$ cat src/rtl/rf_wb_arbiter.sv
// Round-robin writeback arbiter feeding the register file write port, with a
// per-register scoreboard of outstanding long-latency writes for hazard checks.
module rf_wb_arbiter #(
    parameter int DW   = 32,
    parameter int NREG = 32
) (
    input  logic          clk,
    input  logic          rst,
    input  logic          req0_valid,
    input  logic [4:0]    req0_rd,
    input  logic [DW-1:0] req0_data,
    output logic          req0_ready,
    input  logic          req1_valid,
    input  logic [4:0]    req1_rd,
    input  logic [DW-1:0] req1_data,
    output logic          req1_ready,
    input  logic          sb_set,
    input  logic [4:0]    sb_set_rd,
    input  logic [4:0]    rs1,
    input  logic [4:0]    rs2,
    output logic          rs1_busy,
    output logic          rs2_busy,
    output logic          rf_wen,
    output logic [4:0]    rf_rd,
    output logic [DW-1:0] rf_result
);

    logic            rr_ptr;
    logic            grant0;
    logic            grant1;
    logic [4:0]      win_rd;
    logic [DW-1:0]   win_data;
    logic [NREG-1:0] sb;
    logic [NREG-1:0] sb_next;

    always_comb begin
        grant0   = req0_valid && (!req1_valid || !rr_ptr);
        grant1   = req1_valid && (!req0_valid || rr_ptr);
        win_rd   = grant1 ? req1_rd : req0_rd;
        win_data = grant1 ? req1_data : req0_data;
    end

    assign req0_ready = grant0;
    assign req1_ready = grant1;

    // Pointer only moves on contention, handing priority to the loser.
    always_ff @(posedge clk or posedge rst) begin
        if (rst) begin
            rr_ptr <= 1'b0;
        end else if (req0_valid && req1_valid) begin
            rr_ptr <= grant0;
        end
    end

    always_ff @(posedge clk or posedge rst) begin
        if (rst) begin
            rf_wen    <= 1'b0;
            rf_rd     <= '0;
            rf_result <= '0;
        end else if (grant0 || grant1) begin
            rf_wen    <= (win_rd != 5'd0);
            rf_rd     <= win_rd;
            rf_result <= win_data;
        end else begin
            rf_wen    <= 1'b0;
        end
    end

    // Set is applied after clear so a fresh issue to the committing rd stays busy.
    always_comb begin
        sb_next = sb;
        if (rf_wen) begin
            sb_next[rf_rd] = 1'b0;
        end
        if (sb_set && (sb_set_rd != 5'd0)) begin
            sb_next[sb_set_rd] = 1'b1;
        end
        sb_next[0] = 1'b0;
    end

    always_ff @(posedge clk or posedge rst) begin
        if (rst) begin
            sb <= '0;
        end else begin
            sb <= sb_next;
        end
    end

    assign rs1_busy = sb[rs1];
    assign rs2_busy = sb[rs2];

endmodule

$ cat config.mk
export PLATFORM = sky130hd
export DESIGN_NAME = rf_wb_arbiter
export DESIGN_NICKNAME = d
export VERILOG_FILES = /design/src/rtl/rf_wb_arbiter.sv
export SDC_FILE = /design/constraint.sdc
export NUM_CORES = 1
export LEC_CHECK = 0
export ABC_AREA = 1
export CORE_AREA = 4 4 93 104
export CTS_CLUSTER_DIAMETER = 200
export DETAILED_ROUTE_END_ITERATION = 8
export DIE_AREA = 0 0 97 108
export PLACE_DENSITY_LB_ADDON = 0.3
export REMOVE_ABC_BUFFERS = 1
export SLEW_MARGIN = 40
export SYNTH_ARGS = -nofsm -noshare
export SYNTH_HDL_FRONTEND = slang
export SYNTH_SLANG_ARGS = --single-unit
$ cat constraint.sdc
create_clock -name clk -period 2.85 [get_ports clk]
set_clock_uncertainty 0.1 [all_clocks]
set_input_delay 0.57 -clock clk [delete_from_list [all_inputs] [get_ports clk]]
set_output_delay 0.57 -clock clk [all_outputs]
set_load 0.02 [all_outputs]
Word level (Yosys, flattened, before mapping):

Cells that the tools add are included.

* $lt $le $gt $ge: 6
* multiplexer cells: 13
* bitwise logic cells: 3
* reductions and logical operators: 14

Operator list (count)
* $mux W32: 3
* $and A32 B32 Y32: 1
* $not A32 Y32: 1
* $or A32 B32 Y32: 1
* $lt A5 B6 Y1 const B: 4
* $bmux W1 S5: 2
* $demux W1 S5: 2
* $ge A5 B1 Y1 const B: 2
* $reduce_bool A5 Y1: 2
* $logic_and A1 B1 Y1: 6
* $mux W1: 5
* $mux W5: 1
* $logic_not A1 Y1: 3
* $logic_or A1 B1 Y1: 3

* register bits after elaboration: 70
* input port bits: 94
* output and inout port bits: 42
* word-level logic and storage cells: 41

Longest topological paths before layout:

* depth after elaboration: 9
* gate-level depth with buffers: 11
* gate-level depth less buffers: 9

Worst setup path after synthesis:

Ideal clock, no wire load.

* path kind: input-to-output
* from: in rs1[0]
* to: out rs1_busy
* data arrival time: 1.390 ns
* data required time: 2.180 ns
* slack: 0.790 ns
* cell stages on the path: 11
* path buffers: 2
* cells stage by stage: buf_4 inv_4 buf_6 nand2_1 nand3_1 nand3_1 nand2_1 nand2_1 nand2_1 nand2_1 nand2_1

* cells in the longest elaborated chain, start to end: 2

RTL lines
* start, declared: line 19 `input logic [4:0] rs1,`
* $bmux W1 S5: line 89 `assign rs1_busy = sb[rs1];`
* $mux W1 (implied by the code): line 89
* end, declared: line 21 `output logic rs1_busy,`

Every way passes these cells. The select of a mux whose other input is x is not followed.

Final worst setup path:

* from: in rs2[2]
* to: out rs2_busy

* cells in the longest elaborated chain, start to end: 2

RTL lines
* start, declared: line 20 `input logic [4:0] rs2,`
* $bmux W1 S5: line 90 `assign rs2_busy = sb[rs2];`
* $mux W1 (implied by the code): line 90
* end, declared: line 22 `output logic rs2_busy,`

Every way passes these cells. The select of a mux whose other input is x is not followed.

==> flow_summary.json <==
{
  "critPathKind": "in -> out",
  "gp_congestion": 0.888,
  "pin_count": 136,
  "clk_latency_ns": 0.35,
  "post_cts_buffers": 0,
  "rsz0062_at_grt": "false",
  "die-width_um": 97,
  "clockRootBuffer": "clkbuf_8",
  "cp-start-kind": "input port",
  "ctsHtreeMaxLevel": 3,
  "synth_commonest_cells": "nand2_1 (126), o21ai_0 (93), nand3_1 (74)",
  "cp-end-kind": "output port",
  "final_max_slew_viol_count": 0,
  "routed_wl_um": 11900,
  "die_h_um": 108,
  "drive_above_1_share_pct": 5.76,
  "postCtsHoldBufs": 0,
  "viasPerCell": 5.39,
  "dr_wl_met3_um": 1260,
  "avgSynthCellArea_um2": 7.56,
  "clkSlewWorstSetupHoldPaths_ns": 0.07,
  "rr_endpoint": "rf_wen",
  "syn_area_um2": 3790,
  "p_leak_nw": 2.34,
  "setup_slack_ns": 0.106,
  "ir_worst_vdd_mv": 0.310,
  "wl_met1_um": 4620,
  "vias": 4072,
  "syn2layout_area_growth_pct": 42.7,
  "synth_cell_types": 20,
  "switching_share_pct": 35.5,
  "async_reset_ff_share_pct": 100,
  "hpwl_um": 8950,
  "p_comb_share_pct": 32.6,
  "cts_sinks": 70,
  "holdPathStages": 2,
  "initial_utilization_pct": 43.6,
  "grt_usage_pct": 22.7,
  "dr_wl_met2_um": 5730,
  "synth_edf_count": 0,
  "pwr-share-clk_pct": 23.2,
  "fin_crit_sh_pct": 96.3,
  "finalHoldViolations": 0,
  "critPathMaxFanout": 5,
  "die_area_um2": 10500,
  "top_layer_used": "met4",
  "postCtsResizedCells": 4,
  "yosysTopAreaCellShare_pct": 46.2,
  "numCtsBuffers": 9,
  "placed_area_um2": 5220,
  "synthCells": 502,
  "yosysMostFrequentCell": "nand2_1",
  "worstPathArrival_ns": 2.07,
  "num_rows": 36,
  "postRouteAntennaNets": 0,
  "final_nets": 731,
  "max_cap_viol_count": 0,
  "ctsLongestPathBuffers": 2,
  "wl_per_cell_um": 15.7,
  "final_area_um2": 5420,
  "finalSetupViolCount": 0,
  "synth_ff_type": "dfrtp_1",
  "drc_errors": 0,
  "worstMarginPinSlew_ns": 0.410,
  "port_buffers": 135,
  "diodes": 0,
  "min_period_ns": 2.74,
  "grt_start_max_net_pins": 71,
  "worstPathRequired_ns": 2.18,
  "rrSetupSlack_ns": 1.12,
  "worstRegToRegCells": 7,
  "cts_tree": "built",
  "antenna_found_initial": 0,
  "grt_pass1_wl_um": 19000,
  "stdcell_count": 756,
  "slew_headroom_pct": 72.6,
  "status": "complete, no violations",
  "yosysWarnings": 0,
  "min_path_type": "reg -> reg",
  "drtIter0Drc": 284,
  "power_density_nw_per_um2": 646,
  "worstHoldEndpoint": "rf_result[4]",
  "power.switching_mw": 1.24,
  "worstHoldStart": "rf_result[4]",
  "ys_seq_area_share_pct": 46.2,
  "dpl_worst_slack_ns": -0.259,
  "overflow": 0,
  "clock.fmax_ghz": 0.364,
  "firstDrtPassIters": 5,
  "synth_seq_cells": 70,
  "coreArea_um2": 8690,
  "grt_pass1_vias": 3892,
  "pwr-share-seq_pct": 44.2,
  "holdWs_ns": 0.388,
  "place_inst": 740,
  "reg2reg_from": "rr_ptr",
  "synthTopCellsByArea": "dfrtp_1 (46%), nand2_1 (12%), o21ai_0 (12%)",
  "internal_power_mw": 2.26,
  "synth_top_area_cell": "dfrtp_1"
}
==> sequential cells by signal, summed over array words and instances (netlist names) <==
signal / flops
rf_rd: 5
rf_wen: 1
rf_result: 32
rr_ptr: 1
sb: 31
==> cell families (layout without fill, tap and decap cells) <==
family                 Yosys count  after routing  share of synthesized area [%]
and+or+nand+nor                236            236                           26.0
AOI/OAI and AO/OA              140            140                           19.3
DFF                             70             70                           46.2
buffers and inverters           56            196                           8.48
==> area by class of cell <==
cell class,count,area (um^2)
inverters,33,129
clock buffers,12,155
repair buffers,147,1470
flip-flops and latches,70,1750
multi-input cells,376,1720
clock inverters,4,45.0
well taps,114,143
fillers,757,3280
==> cells in the final DEF, fill, tap and decap left out, types with 2 or more instances in the layout <==
cell | netlist | final
clkinv_2 | 0 | 3
buf_4 | 4 | 9
inv_4 | 1 | 2
o21ai_1 | 43 | 43
clkdlybuf4s50_1 | 0 | 132
nor2_1 | 34 | 34
clkbuf_8 | 0 | 11
dfrtp_1 | 70 | 70
buf_12 | 0 | 3
o21ai_0 | 93 | 93
nand3_1 | 74 | 74
nand2_1 | 126 | 126
inv_2 | 3 | 3
dlygate4sd2_1 | 0 | 2
inv_1 | 29 | 28
==> power by group through the flow <==
| stage | Combinational [mW] | Sequential, mW | Clock, mW |
|---|---|---|---|
| 2_1_floorplan | 0.558 | 1.56 | 0 |
| 3_3_place_gp | 1.12 | 1.55 | 0 |
| 3_5_place_dp | 1.14 | 1.55 | 0 |
| 4_1_cts | 1.14 | 1.53 | 0.828 |
| 5_1_grt | 1.28 | 1.58 | 0.873 |
| 6_report | 1.14 | 1.55 | 0.811 |
==> per-layer routing <==
layer | track usage, % | vias up
li1 | - | 1952
met1 | 25.2 | 1896
met2 | 38.5 | 192
met3 | 9.87 | 32
met4 | 9.13 | 0
met5 | 0 | -
==> stage by stage <==
stage | total power, mW | utilization [%] | TNS (ns)
6_report | 3.50 | 62.3 | 0
5_1_grt | 3.73 | 62.3 | 0
3_5_place_dp | 2.69 | 60.0 | -0.516
4_1_cts | 3.51 | 62.3 | 0
2_1_floorplan | 2.12 | - | 0
3_3_place_gp | 2.67 | 60.0 | -0.438
==> worst max-delay path by stage <==
stage,endpoint,from,slack (ns)
detailed placement,rs2_busy,rs2[0],-0.26
finish,rs2_busy,rs2[2],0.11
floorplan,rf_rd[0],rst,0.41
global placement,rs2_busy,rs2[0],-0.22
CTS,rs1_busy,rs1[0],0.007
global route,rs1_busy,rs1[0],0.03
==> critical path: stages <==
cell and delay [ns]:
clkdlybuf4s50_1 0.61, inv_1 0.18, nand3_1 0.12, nand2_1 0.08, nand2_1 0.06, nand2_1 0.05
nand2_1 0.05, nand2_1 0.04, dlygate4sd2_1 0.31
Note: power is estimated with default switching activity, not from simulation.
